**src/rtl/pc_sequencer.sv**
```systemverilog
// Fetch-PC sequencer: owns the PC and Z/N flag registers and resolves J/BRZ/BRN/JM
// redirects from EX. It drives flush/busy so the front end can kill wrong-path fetches.
module pc_sequencer #(
   parameter int unsigned       ADDR_W      = 32,
   parameter logic [ADDR_W-1:0] RESET_PC    = '0,
   parameter int unsigned       FLUSH_DEPTH = 2,
   parameter int unsigned       FLAG_FWD    = 0
) (
   input  logic              clk,
   input  logic              rst,
   input  logic              stall,
   input  logic              ex_valid,
   input  logic [1:0]        ex_pcsel,
   input  logic              ex_zflag,
   input  logic              ex_nflag,
   input  logic [ADDR_W-1:0] ex_target,
   input  logic              flag_we,
   input  logic              alu_z,
   input  logic              alu_n,
   output logic              jm_req,
   output logic [ADDR_W-1:0] jm_addr,
   input  logic              jm_ack,
   input  logic [ADDR_W-1:0] jm_data,
   output logic [ADDR_W-1:0] pc,
   output logic [ADDR_W-1:0] pc_plus1,
   output logic              flush,
   output logic              busy
);

   typedef enum logic {
      RUN     = 1'b0,
      JM_WAIT = 1'b1
   } state_t;

   localparam logic [1:0] PCSEL_BR = 2'b01;
   localparam logic [1:0] PCSEL_JM = 2'b10;

   // The flush counter holds the remaining squash cycles after the redirect pulse.
   localparam logic [3:0] SQ_RELOAD = 4'(FLUSH_DEPTH - 1);

   state_t              state_q, state_d;
   logic [ADDR_W-1:0]   pc_q, pc_d;
   logic                jm_req_q, jm_req_d;
   logic [ADDR_W-1:0]   jm_addr_q, jm_addr_d;
   logic [3:0]          sq_cnt_q, sq_cnt_d;
   logic                z_q, z_d;
   logic                n_q, n_d;

   logic                squash;
   logic                acc;
   logic                zt, nt;
   logic                taken;
   logic                redirect_now;

   assign squash = (sq_cnt_q != 4'd0);
   assign acc    = ex_valid & ~stall & ~squash & (state_q == RUN);

   // With forwarding on, a flag write in the same cycle overrides the registered flags.
   assign zt    = (FLAG_FWD != 0 && flag_we) ? alu_z : z_q;
   assign nt    = (FLAG_FWD != 0 && flag_we) ? alu_n : n_q;
   assign taken = (~ex_zflag & ~ex_nflag) | (ex_zflag & zt) | (ex_nflag & nt);

   always_comb begin
      // NOTE: every signal written here gets a default first, so no branch of the case can infer a latch.
      state_d      = state_q;
      pc_d         = pc_q;
      jm_req_d     = jm_req_q;
      jm_addr_d    = jm_addr_q;
      sq_cnt_d     = squash ? (sq_cnt_q - 4'd1) : sq_cnt_q;
      z_d          = z_q;
      n_d          = n_q;
      redirect_now = 1'b0;

      // Flag writes inside the squash window come from wrong-path instructions.
      if (flag_we && !squash) begin
         z_d = alu_z;
         n_d = alu_n;
      end

      case (state_q)
         RUN: begin
            if (acc && (ex_pcsel == PCSEL_BR) && taken) begin
               pc_d         = ex_target;
               redirect_now = 1'b1;
               sq_cnt_d     = SQ_RELOAD;
            end else if (acc && (ex_pcsel == PCSEL_JM)) begin
               state_d      = JM_WAIT;
               jm_req_d     = 1'b1;
               jm_addr_d    = ex_target;
               redirect_now = 1'b1;
               sq_cnt_d     = SQ_RELOAD;
            end else if (!stall) begin
               pc_d = pc_q + ADDR_W'(1);
            end
         end
         JM_WAIT: begin
            if (jm_ack) begin
               pc_d     = jm_data;
               jm_req_d = 1'b0;
               state_d  = RUN;
            end
         end
         default: state_d = RUN;
      endcase
   end

   always_ff @(posedge clk) begin
      // NOTE: non-blocking assignments so every register samples the pre-edge values of its peers.
      if (rst) begin
         state_q   <= RUN;
         pc_q      <= RESET_PC;
         jm_req_q  <= 1'b0;
         jm_addr_q <= '0;
         sq_cnt_q  <= 4'd0;
         z_q       <= 1'b0;
         n_q       <= 1'b0;
      end else begin
         state_q   <= state_d;
         pc_q      <= pc_d;
         jm_req_q  <= jm_req_d;
         jm_addr_q <= jm_addr_d;
         sq_cnt_q  <= sq_cnt_d;
         z_q       <= z_d;
         n_q       <= n_d;
      end
   end

   assign pc       = pc_q;
   assign pc_plus1 = pc_q + ADDR_W'(1);
   assign jm_req   = jm_req_q;
   assign jm_addr  = jm_addr_q;
   assign busy     = (state_q == JM_WAIT);
   assign flush    = redirect_now | squash | ((state_q == JM_WAIT) & jm_ack);

endmodule
```
**config.mk**
```make
export PLATFORM = sky130hd
export DESIGN_NAME = pc_sequencer
export DESIGN_NICKNAME = d
export VERILOG_FILES = /design/src/rtl/pc_sequencer.sv
export SDC_FILE = /design/constraint.sdc
export NUM_CORES = 1
export LEC_CHECK = 0
export BUFFER_PORTS_ARGS = -buffer_cell sky130_fd_sc_hd__buf_4
export CORE_MARGIN = 3
export CORE_UTILIZATION = 37
export DETAILED_ROUTE_END_ITERATION = 6
export GPL_TIMING_DRIVEN = 0
export MAX_ROUTING_LAYER = met4
export PLACE_DENSITY = 0.67
export SYNTH_ARGS = -nofsm -noshare
export SYNTH_HDL_FRONTEND = slang
export SYNTH_SLANG_ARGS = --single-unit
```
**constraint.sdc**
```tcl
create_clock -name clk -period 2.23 [get_ports clk]
set_input_delay 0.3345 -clock clk [delete_from_list [all_inputs] [get_ports clk]]
set_output_delay 0.3345 -clock clk [all_outputs]
set_load 0.01 [all_outputs]
```
==> impl_metrics.toml, run 1 <==
[run_status]
status = "finished, violations left"
violations = "setup timing"

[clocking]
clkTransAtPathRegs_ps = 80
tritoncts = "done"
clockBufferDepth = 2
cts_root_buffer = "clkbuf_8"
cts_made_buffers = 9
htreeDepth = 3
numClockSinks = 72
postCtsHoldBufs = 0
insertion_delay_ps = 350

[critical_path]
critPathMaxStageDelay_ps = 380
path_buf_inv = 3
cpMaxStageDelayCell = "dfxtp_4"
rr_startpoint = "sq_cnt_q[0]$_SDFF_PP0_"
cp-startpoint = "pc[8]$_SDFFE_PP0P_"
cp.required_ps = 1900
worstPathMaxFanout = 4
endpoint_kind = "primary output"
path_class = "reg2out"
critPathArrivalTime_ps = 1980
cp_top_family = "simple AND/OR/NAND/NOR gates"
cp_cell_sequence = "nand4_4 > nor4_4 > buf_6 > buf_6 > nand4_1 > xnor2_2 > buf_4"
start_kind = "flip-flop"
crit_path_frequent_cell = "buf_6"

[synth]
synth_top_family_by_area = "simple AND/OR/NAND/NOR gates"
synth_top_area_share = 0.355
synth_xor_area_frac = 0.0625
synth_edf_count = 0
synth.most_common_cell = "nand2_1"
ys_ff_latch = 72
avgSynthCellArea_sq_um = 7.47
synth.net_count = 622
synthAdderAreaFrac = 0.00616
yosysTopAreaCell = "dfxtp_1"
ys.flop_type = "dfxtp_1"
netlist_instances = 544
ys_top_cells_by_count = "100 x nand2_1, 78 x nor2_1, 72 x dfxtp_1"
syn_area_sq_mm = 0.00406
synthArstFlopShare = 0
ys_types = 61
synth_mux_area_frac = 0.00246
ys_seq_area_frac = 0.355
yosys.area_share.simple = 0.318
yosys_warnings = 0
synth_compound_area_frac = 0.208
netlist_top_cells_area = "dfxtp_1 35%, nand2_1 9.2%, a21oi_1 7.8%"

[global_routing]
track_usage = 0.262
use_met3 = 0.0600
grt_use_met1 = 0.337
grt_use_met2 = 0.424
grt_most_used_layer = "met2"
grt_pass1_vias = 4750
antenna_found_initial = 0
grt_pass1_wl_mm = 25.6
overflow = 0
grt_start_max_net_pins = 13

[sta]
setup_slack_ps = -80.5
final_max_slew_viol_count = 0
relSlewSlack = 0.519
fin_tns_setup_ps = -231
rsz0062_at_grt = "true"
timing.final.crit_period_ps = 2310
post-route-period-util = 1.04
clock-skew-final_ps = 9.02
timing.fmax_mhz = 433
setup_viol = 7
tightest_slew_ps = 722
hold_viol = 0

[die]
die_area_sq_mm = 0.0123
core_area_sq_mm = 0.0105
die_h_microns = 111
die_x_microns = 111
io_pins = 175
initial_core_util = 0.387
num_rows = 37

[power_and_ir_drop]
powerDensity_mw_per_mm2 = 663
total_power_w = 0.00427
peakVddDrop_mv = 0.391
leakagePower_nw = 2.86

[detailed_routing]
vias = 4901
vias_per_cell = 5.40
wire_per_inst_microns = 18.3
drt_iter0_drc = 272
postRouteAntennaNets = 0
drt_pass1_iterations = 4
remaining_drc_errors = 0
wirelength_mm = 16.6

[layout]
regArea_sq_mm = 0.00150
diodes = 0
area_delta_synth_final_pct = 58.6
multi_input_area_sq_mm = 0.00268
final_nets = 845
final_area_sq_mm = 0.00644
finalCoreUtilization = 0.613
drive_above_1_share = 0.420
fillers = 950

[worst_hold_path]
hp-start = "ex_target[20]"
hp-class = "in2reg"

[placement]
hpwlAfterDp_mm = 12.0
dpl_cell_area_sq_mm = 0.00553
numPortBuffers = 173
place_congestion = 0.932

[run]
maxCapViolCount = 0
==> worst paths after layout <==
check                                                 to  slack (ps)  cells after the start
worst min register to register  jm_addr[25]$_SDFFE_PP0P_         460                      2
worst max-delay path                        pc_plus1[17]         -80                      7
worst min-delay path            jm_addr[20]$_SDFFE_PP0P_         240                      3
worst max register to register       pc[18]$_SDFFE_PP0P_         100                      9
==> placed cells by master, fill, tap and decap left out, types with 4 or more instances in the layout <==
master / n
o21ai_0: 15
dfxtp_1: 49
or3_1: 4
xnor2_1: 10
nor2_2: 5
nor3_1: 17
o31a_1: 4
nand3_1: 10
nor2_1: 69
inv_1: 11
nor2_4: 6
nor3_2: 4
a21o_1: 5
clkbuf_1: 12
nand2b_1: 6
dfxtp_4: 12
xnor2_2: 8
clkbuf_8: 11
o31ai_1: 5
a22o_1: 4
o21a_1: 7
buf_4: 209
buf_2: 6
buf_6: 11
clkbuf_2: 5
a21oi_1: 63
nor4_1: 4
a211oi_1: 4
xor2_1: 11
dfxtp_2: 11
nand2_1: 96
nand4_1: 7
==> metal layers <==
metal,vias to the layer above,share of wire
met2,217,0.47
met4,0,0.020
met1,2318,0.43
met5,-,0
li1,2339,-
met3,27,0.081
==> state kept, by name (all words and copies together), names as in the netlist <==
name / count
jm_req: 1
n_q: 1
busy: 1
jm_addr: 32
z_q: 1
pc: 32
sq_cnt_q: 4
==> cell families (layout without fill, tap and decap cells) <==
group	after synthesis	count (layout)
simple gates	265	265
mux	1	1
flops	72	72
compound gates	132	132
xor+xnor	29	29
fa+ha+maj	2	2
buf+inv	43	271
==> layout make-up <==
cell class | instances | area share
multi-input combinational | 429 | 0.415
inverter | 11 | 0.00641
clock inverter | 4 | 0.0153
buffer | 31 | 0.0278
clock buffer | 12 | 0.0241
sequential | 72 | 0.233
timing repair buffer | 213 | 0.252
tap | 136 | 0.0264
==> timing repair <==
| action | 4_1_cts | 5_1_grt |
|---|---|---|
| pin swaps | 10 | 19 |
| setup buffers | 21 | 19 |
| resized for setup | 56 | 50 |
| endpoints found under the setup margin | 89 | 52 |
==> worst min-delay path, cell delays in order <==
cell and delay [ps]:
buf_4 110, nand2_1 50, a21oi_1 50
==> per-stage QoR <==
stage / setup WS, ps / std cells / hold WS, ps
2_1_floorplan: 175 / 544 / 436
3_3_place_gp: -291 / 853 / 445
3_5_place_dp: -316 / 853 / 447
4_1_cts: -134 / 890 / 228
5_1_grt: -192 / 908 / 233
6_report: -80.5 / 908 / 236
==> where the power goes <==
group | leakage [nW] | switching, W | total (W) | internal (W)
Sequential | 0.598 | 0.000146 | 0.00155 | 0.00141
Clock | 0.127 | 0.000523 | 0.00133 | 0.000810
Combinational | 2.13 | 0.000713 | 0.00138 | 0.000671
Power figures use the tool's default switching activity.
==> inputs of run 2 (changes only) <==
==> constraint.sdc (replaced) <==
create_clock -name clk -period 2.4 [get_ports clk]
set_input_delay 0.36 -clock clk [delete_from_list [all_inputs] [get_ports clk]]
set_output_delay 0.36 -clock clk [all_outputs]
set_load 0.01 [all_outputs]
==> run 2 against run 1 <==
Net effect:
- clock power shrank 7%
- die area is the same
- non-clock buffer count shrank 9
- largest cell class unchanged
- sequential share of layout area grew 0.78 points
- via count is essentially flat
- the run now ends clean
==> impl_metrics.toml, run 2 (synthesis results as in run 1) <==
[clocking]
numClockSinks = 72
cts_made_buffers = 9
postCtsHoldBufs = 0
cts_root_buffer = "clkbuf_8"
clockBufferDepth = 2
insertion_delay_ps = 350
tritoncts = "done"
htreeDepth = 3
clkTransAtPathRegs_ps = 80

[critical_path]
rr_endpoint = "pc[15]$_SDFFE_PP0P_"
regToRegSetupSlack_ps = 150
cp-startpoint = "pc[8]$_SDFFE_PP0P_"
critPathArrivalTime_ps = 1970
cp.required_ps = 2040
rr_startpoint = "sq_cnt_q[0]$_SDFF_PP0_"
path_class = "reg2out"
cp-endpoint = "pc_plus1[17]"
endpoint_kind = "primary output"
worstRegToRegCells = 9
start_kind = "flip-flop"
worstPathMaxFanout = 4

[die]
die_h_microns = 111
core_area_sq_mm = 0.0105
die_x_microns = 111
io_pins = 175
initial_core_util = 0.387
num_rows = 37
die_area_sq_mm = 0.0123

[sta]
timing.fmax_mhz = 430
holdWs_ps = 264
clock-skew-final_ps = 11.1
post-route-period-util = 0.970
final_max_slew_viol_count = 0
hold_viol = 0
rsz0062_at_grt = "true"
relSlewSlack = 0.536
setup_viol = 0
tightest_slew_ps = 696
timing.final.crit_period_ps = 2330

[layout]
drive_above_1_share = 0.381
final_cell_mix = "202 x buf_4, 100 x nand2_1, 71 x nor2_1, 63 x a21oi_1, 51 x dfxtp_1"
final_nets = 836
fillers = 991
fin_cells = 899
diodes = 0
mostFrequentLayoutCell = "buf_4"
area_delta_synth_final_pct = 52.9

[power_and_ir_drop]
combPwrFrac = 0.319
switchingPower_w = 0.00126
powerDensity_mw_per_mm2 = 633
leakagePower_nw = 2.71
peakVddDrop_mv = 0.360
seqPwrFrac = 0.366
sw_frac_of_total = 0.321
internal_power_w = 0.00267
clkPwrFrac = 0.315

[detailed_routing]
drt_iter0_drc = 270
wirelength_mm = 16.5
remaining_drc_errors = 0
drt_pass1_iterations = 4
vias = 4903
wire_per_inst_microns = 18.4
postRouteAntennaNets = 0
vias_per_cell = 5.45

[run]
maxCapViolCount = 0

[worst_hold_path]
hp-class = "in2reg"

[placement]
place_congestion = 0.932
dp.cells = 853
numPortBuffers = 173
hpwlAfterDp_mm = 12.0

[global_routing]
grt_start_max_net_pins = 13
grt_pass1_wl_mm = 25.6
overflow = 0
track_usage = 0.263
antenna_found_initial = 0
grt_pass1_vias = 4749

[run_status]
status = "completed"
==> run 2: worst min path at each step <==
stage	slack, ps	startpoint	endpoint	cells past startpoint
after floorplan	440	z_q$_SDFFE_PP0P_	z_q$_SDFFE_PP0P_	2
after global placement	450	jm_addr[16]$_SDFFE_PP0P_	jm_addr[16]$_SDFFE_PP0P_	2
after detailed placement	450	jm_addr[25]$_SDFFE_PP0P_	jm_addr[25]$_SDFFE_PP0P_	2
after CTS	250	ex_target[20]	jm_addr[20]$_SDFFE_PP0P_	3
after global routing	260	ex_target[16]	jm_addr[16]$_SDFFE_PP0P_	3
final	260	ex_target[19]	jm_addr[19]$_SDFFE_PP0P_	3
==> run 2: through the flow <==
stage / area (sq um) / utilization / TNS [ps] / worst slack, ps / power [W]
after floorplan: 4060 / - / 0 / 319 / 0.00207
after global placement: 5530 / 0.526 / -724 / -146 / 0.00254
after detailed placement: 5530 / 0.526 / -1610 / -171 / 0.00256
after CTS: 6040 / 0.574 / 0 / 3.36 / 0.00388
after global routing: 6210 / 0.591 / -72.6 / -37.5 / 0.00413
final: 6210 / 0.591 / 0 / 72.0 / 0.00393
==> run 2: routing by layer <==
metal | vias up | GRT usage | wire, microns
met5 | - | - | 0
met4 | 0 | 0.0640 | 281
met3 | 24 | 0.0606 | 1520
met2 | 240 | 0.418 | 7790
met1 | 2312 | 0.339 | 6910
li1 | 2327 | - | -
==> run 2: critical path, cell delays in order, from the launching register on <==
cell     delay [ps]
dfxtp_4         380
nand4_4         140
nor4_4          300
buf_6           170
buf_6           110
nand4_1         150
xnor2_2         210
buf_4           160
==> run 2: area by class of cell <==
type                            count  area, sq um  area share
Multi-Input combinational cell    429         2550       0.411
Timing Repair Buffer              203         1540       0.247
Sequential cell                    72         1500       0.241
Tap cell                          136          170      0.0274
Buffer                             32          165      0.0266
Clock buffer                       12          155      0.0250
Clock inverter                      4         98.8      0.0159
Inverter                           11         41.3     0.00665
==> run 2: power by group through the flow <==
stage / Clock (W) / Sequential, W / Combinational [W]
global placement: 0 / 0.00146 / 0.00108
floorplan: 0 / 0.00146 / 0.000602
finish: 0.00124 / 0.00144 / 0.00126
CTS: 0.00125 / 0.00143 / 0.00120
detailed placement: 0 / 0.00146 / 0.00110
global route: 0.00131 / 0.00145 / 0.00136
==> run 2: timing repair <==
item	4_1_cts	5_1_grt
pin swaps	9	8
endpoints found under the setup margin	49	38
gates resized for setup	32	33
buffers inserted	17	13
==> inputs of run 3 (changes only) <==
--- a/config.mk
+++ b/config.mk
@@ -11,7 +11,7 @@
 export DETAILED_ROUTE_END_ITERATION = 6
 export GPL_TIMING_DRIVEN = 0
 export MAX_ROUTING_LAYER = met4
-export PLACE_DENSITY = 0.67
+export PLACE_DENSITY_LB_ADDON = 0.25
 export SYNTH_ARGS = -nofsm -noshare
 export SYNTH_HDL_FRONTEND = slang
 export SYNTH_SLANG_ARGS = --single-unit
==> run 3 against run 2 <==
Net effect:
- global-route usage down 0.080 points
- sequential share of layout area decreased by 0.49 points
- first-iteration DRC count increased by 23%
- clock power about the same
- clock skew shrank 1.9 ps
- worst setup slack lost 46 ps
- non-clock buffer count is 8 higher
- via count decreased by 0.37%
- design area rose by 2.1%
- flip-flop and latch count did not move
- cell count increased by 0.89%
- worst hold slack got worse by 21 ps
==> impl_metrics.toml, run 3 (synthesis results as in run 1) <==
[worst_hold_path]
hp-class = "in2reg"

[power_and_ir_drop]
combPwrFrac = 0.325
powerDensity_mw_per_mm2 = 624
internal_power_w = 0.00267
peakVddDrop_mv = 0.373
sw_frac_of_total = 0.327
clkPwrFrac = 0.311
leakagePower_nw = 2.76
switchingPower_w = 0.00129
seqPwrFrac = 0.364

[critical_path]
critPathArrivalTime_ps = 2010
path_class = "reg2out"
cp.required_ps = 2040
regToRegSetupSlack_ps = 160
worstPathMaxFanout = 7
start_kind = "flip-flop"
endpoint_kind = "primary output"

[die]
io_pins = 175
initial_core_util = 0.387
die_area_sq_mm = 0.0123
die_x_microns = 111
num_rows = 37
core_area_sq_mm = 0.0105
die_h_microns = 111

[detailed_routing]
vias_per_cell = 5.39
drt_pass1_iterations = 5
wire_per_inst_microns = 17.9
vias = 4885
wirelength_mm = 16.3
remaining_drc_errors = 0
drt_iter0_drc = 331
postRouteAntennaNets = 0

[clocking]
clkTransAtPathRegs_ps = 90
numClockSinks = 72
insertion_delay_ps = 370
clockBufferDepth = 2
cts_root_buffer = "clkbuf_8"
cts_made_buffers = 9
htreeDepth = 3
tritoncts = "done"

[global_routing]
grt_start_max_net_pins = 20
antenna_found_initial = 0
track_usage = 0.262
grt_pass1_wl_mm = 25.1
grt_pass1_vias = 4762
overflow = 0

[sta]
hold_viol = 0
post-route-period-util = 0.989
tightest_slew_ps = 727
relSlewSlack = 0.516
setup_slack_ps = 26.3
rsz0062_at_grt = "true"
setup_viol = 0
timing.final.crit_period_ps = 2370
timing.fmax_mhz = 421
holdWs_ps = 243
final_max_slew_viol_count = 0
clock-skew-final_ps = 9.16

[placement]
numPortBuffers = 173
pre_cts_slack_ps = -276
place_congestion = 0.917
hpwlAfterDp_mm = 11.8

[run_status]
status = "completed"

[layout]
area_delta_synth_final_pct = 56.1
final_nets = 844
final_cell_mix = "210 x buf_4, 99 x nand2_1, 69 x nor2_1, 63 x a21oi_1, 53 x dfxtp_1"
diodes = 0
drive_above_1_share = 0.393
mostFrequentLayoutCell = "buf_4"

[run]
maxCapViolCount = 0
## run 3: critical path, stage by stage, from the launching register on
cell	delay, ps
dfxtp_4	390
ha_4	160
nand3_4	120
nor3_4	230
and2_1	160
buf_6	130
nand4_1	150
xnor2_1	170
buf_4	140
## run 3: final timing paths
| check | endpoint | from | depth (start not counted) |
|---|---|---|---|
| max | pc_plus1[24] | pc[0]$_SDFFE_PP0P_ | 8 |
| min | jm_addr[17]$_SDFFE_PP0P_ | ex_target[17] | 3 |
| max reg2reg | pc[10]$_SDFFE_PP0P_ | sq_cnt_q[0]$_SDFF_PP0_ | 10 |
| min reg2reg | jm_addr[18]$_SDFFE_PP0P_ | jm_addr[18]$_SDFFE_PP0P_ | 2 |
## run 3: metrics by stage
stage	cells	total power, W	util	instance area (sq um)	TNS [ps]
finish	907	0.00396	0.604	6340	0
detailed placement	853	0.00256	0.526	5530	-2540
CTS	885	0.00386	0.572	6020	0
global route	907	0.00413	0.604	6340	-544
floorplan	544	0.00207	-	4060	0
global placement	853	0.00254	0.526	5530	-1710
## run 3: layout make-up
type	instances	area, sq um
timing repair buffer	212	1630
clock buffer	11	141
buffer	31	165
clock inverter	5	104
inverter	11	41.3
sequential	72	1500
fill	967	4170
multi-input combinational	429	2590
tap	136	170
## run 3: what timing repair did
item / 4_1_cts / 5_1_grt
hold endpoints to repair: 0 / 0
pin swaps: 7 / 11
hold buffers: 0 / 0
buffers inserted: 17 / 22
resized for setup: 32 / 46
endpoints found under the setup margin: 33 / 71
## run 3: layer usage
metal | global-route usage | vias up | part of all wire
li1 | - | 2341 | -
met1 | 0.339 | 2291 | 0.45
met2 | 0.416 | 229 | 0.46
met3 | 0.0540 | 24 | 0.077
met4 | 0.0722 | 0 | 0.018
met5 | - | - | 0
## run 3: power by group through the flow
stage | Sequential, W | Combinational (W) | Clock (W)
3_5_place_dp | 0.00146 | 0.00110 | 0
5_1_grt | 0.00146 | 0.00140 | 0.00128
2_1_floorplan | 0.00146 | 0.000602 | 0
4_1_cts | 0.00144 | 0.00120 | 0.00123
3_3_place_gp | 0.00146 | 0.00108 | 0
6_report | 0.00144 | 0.00129 | 0.00123
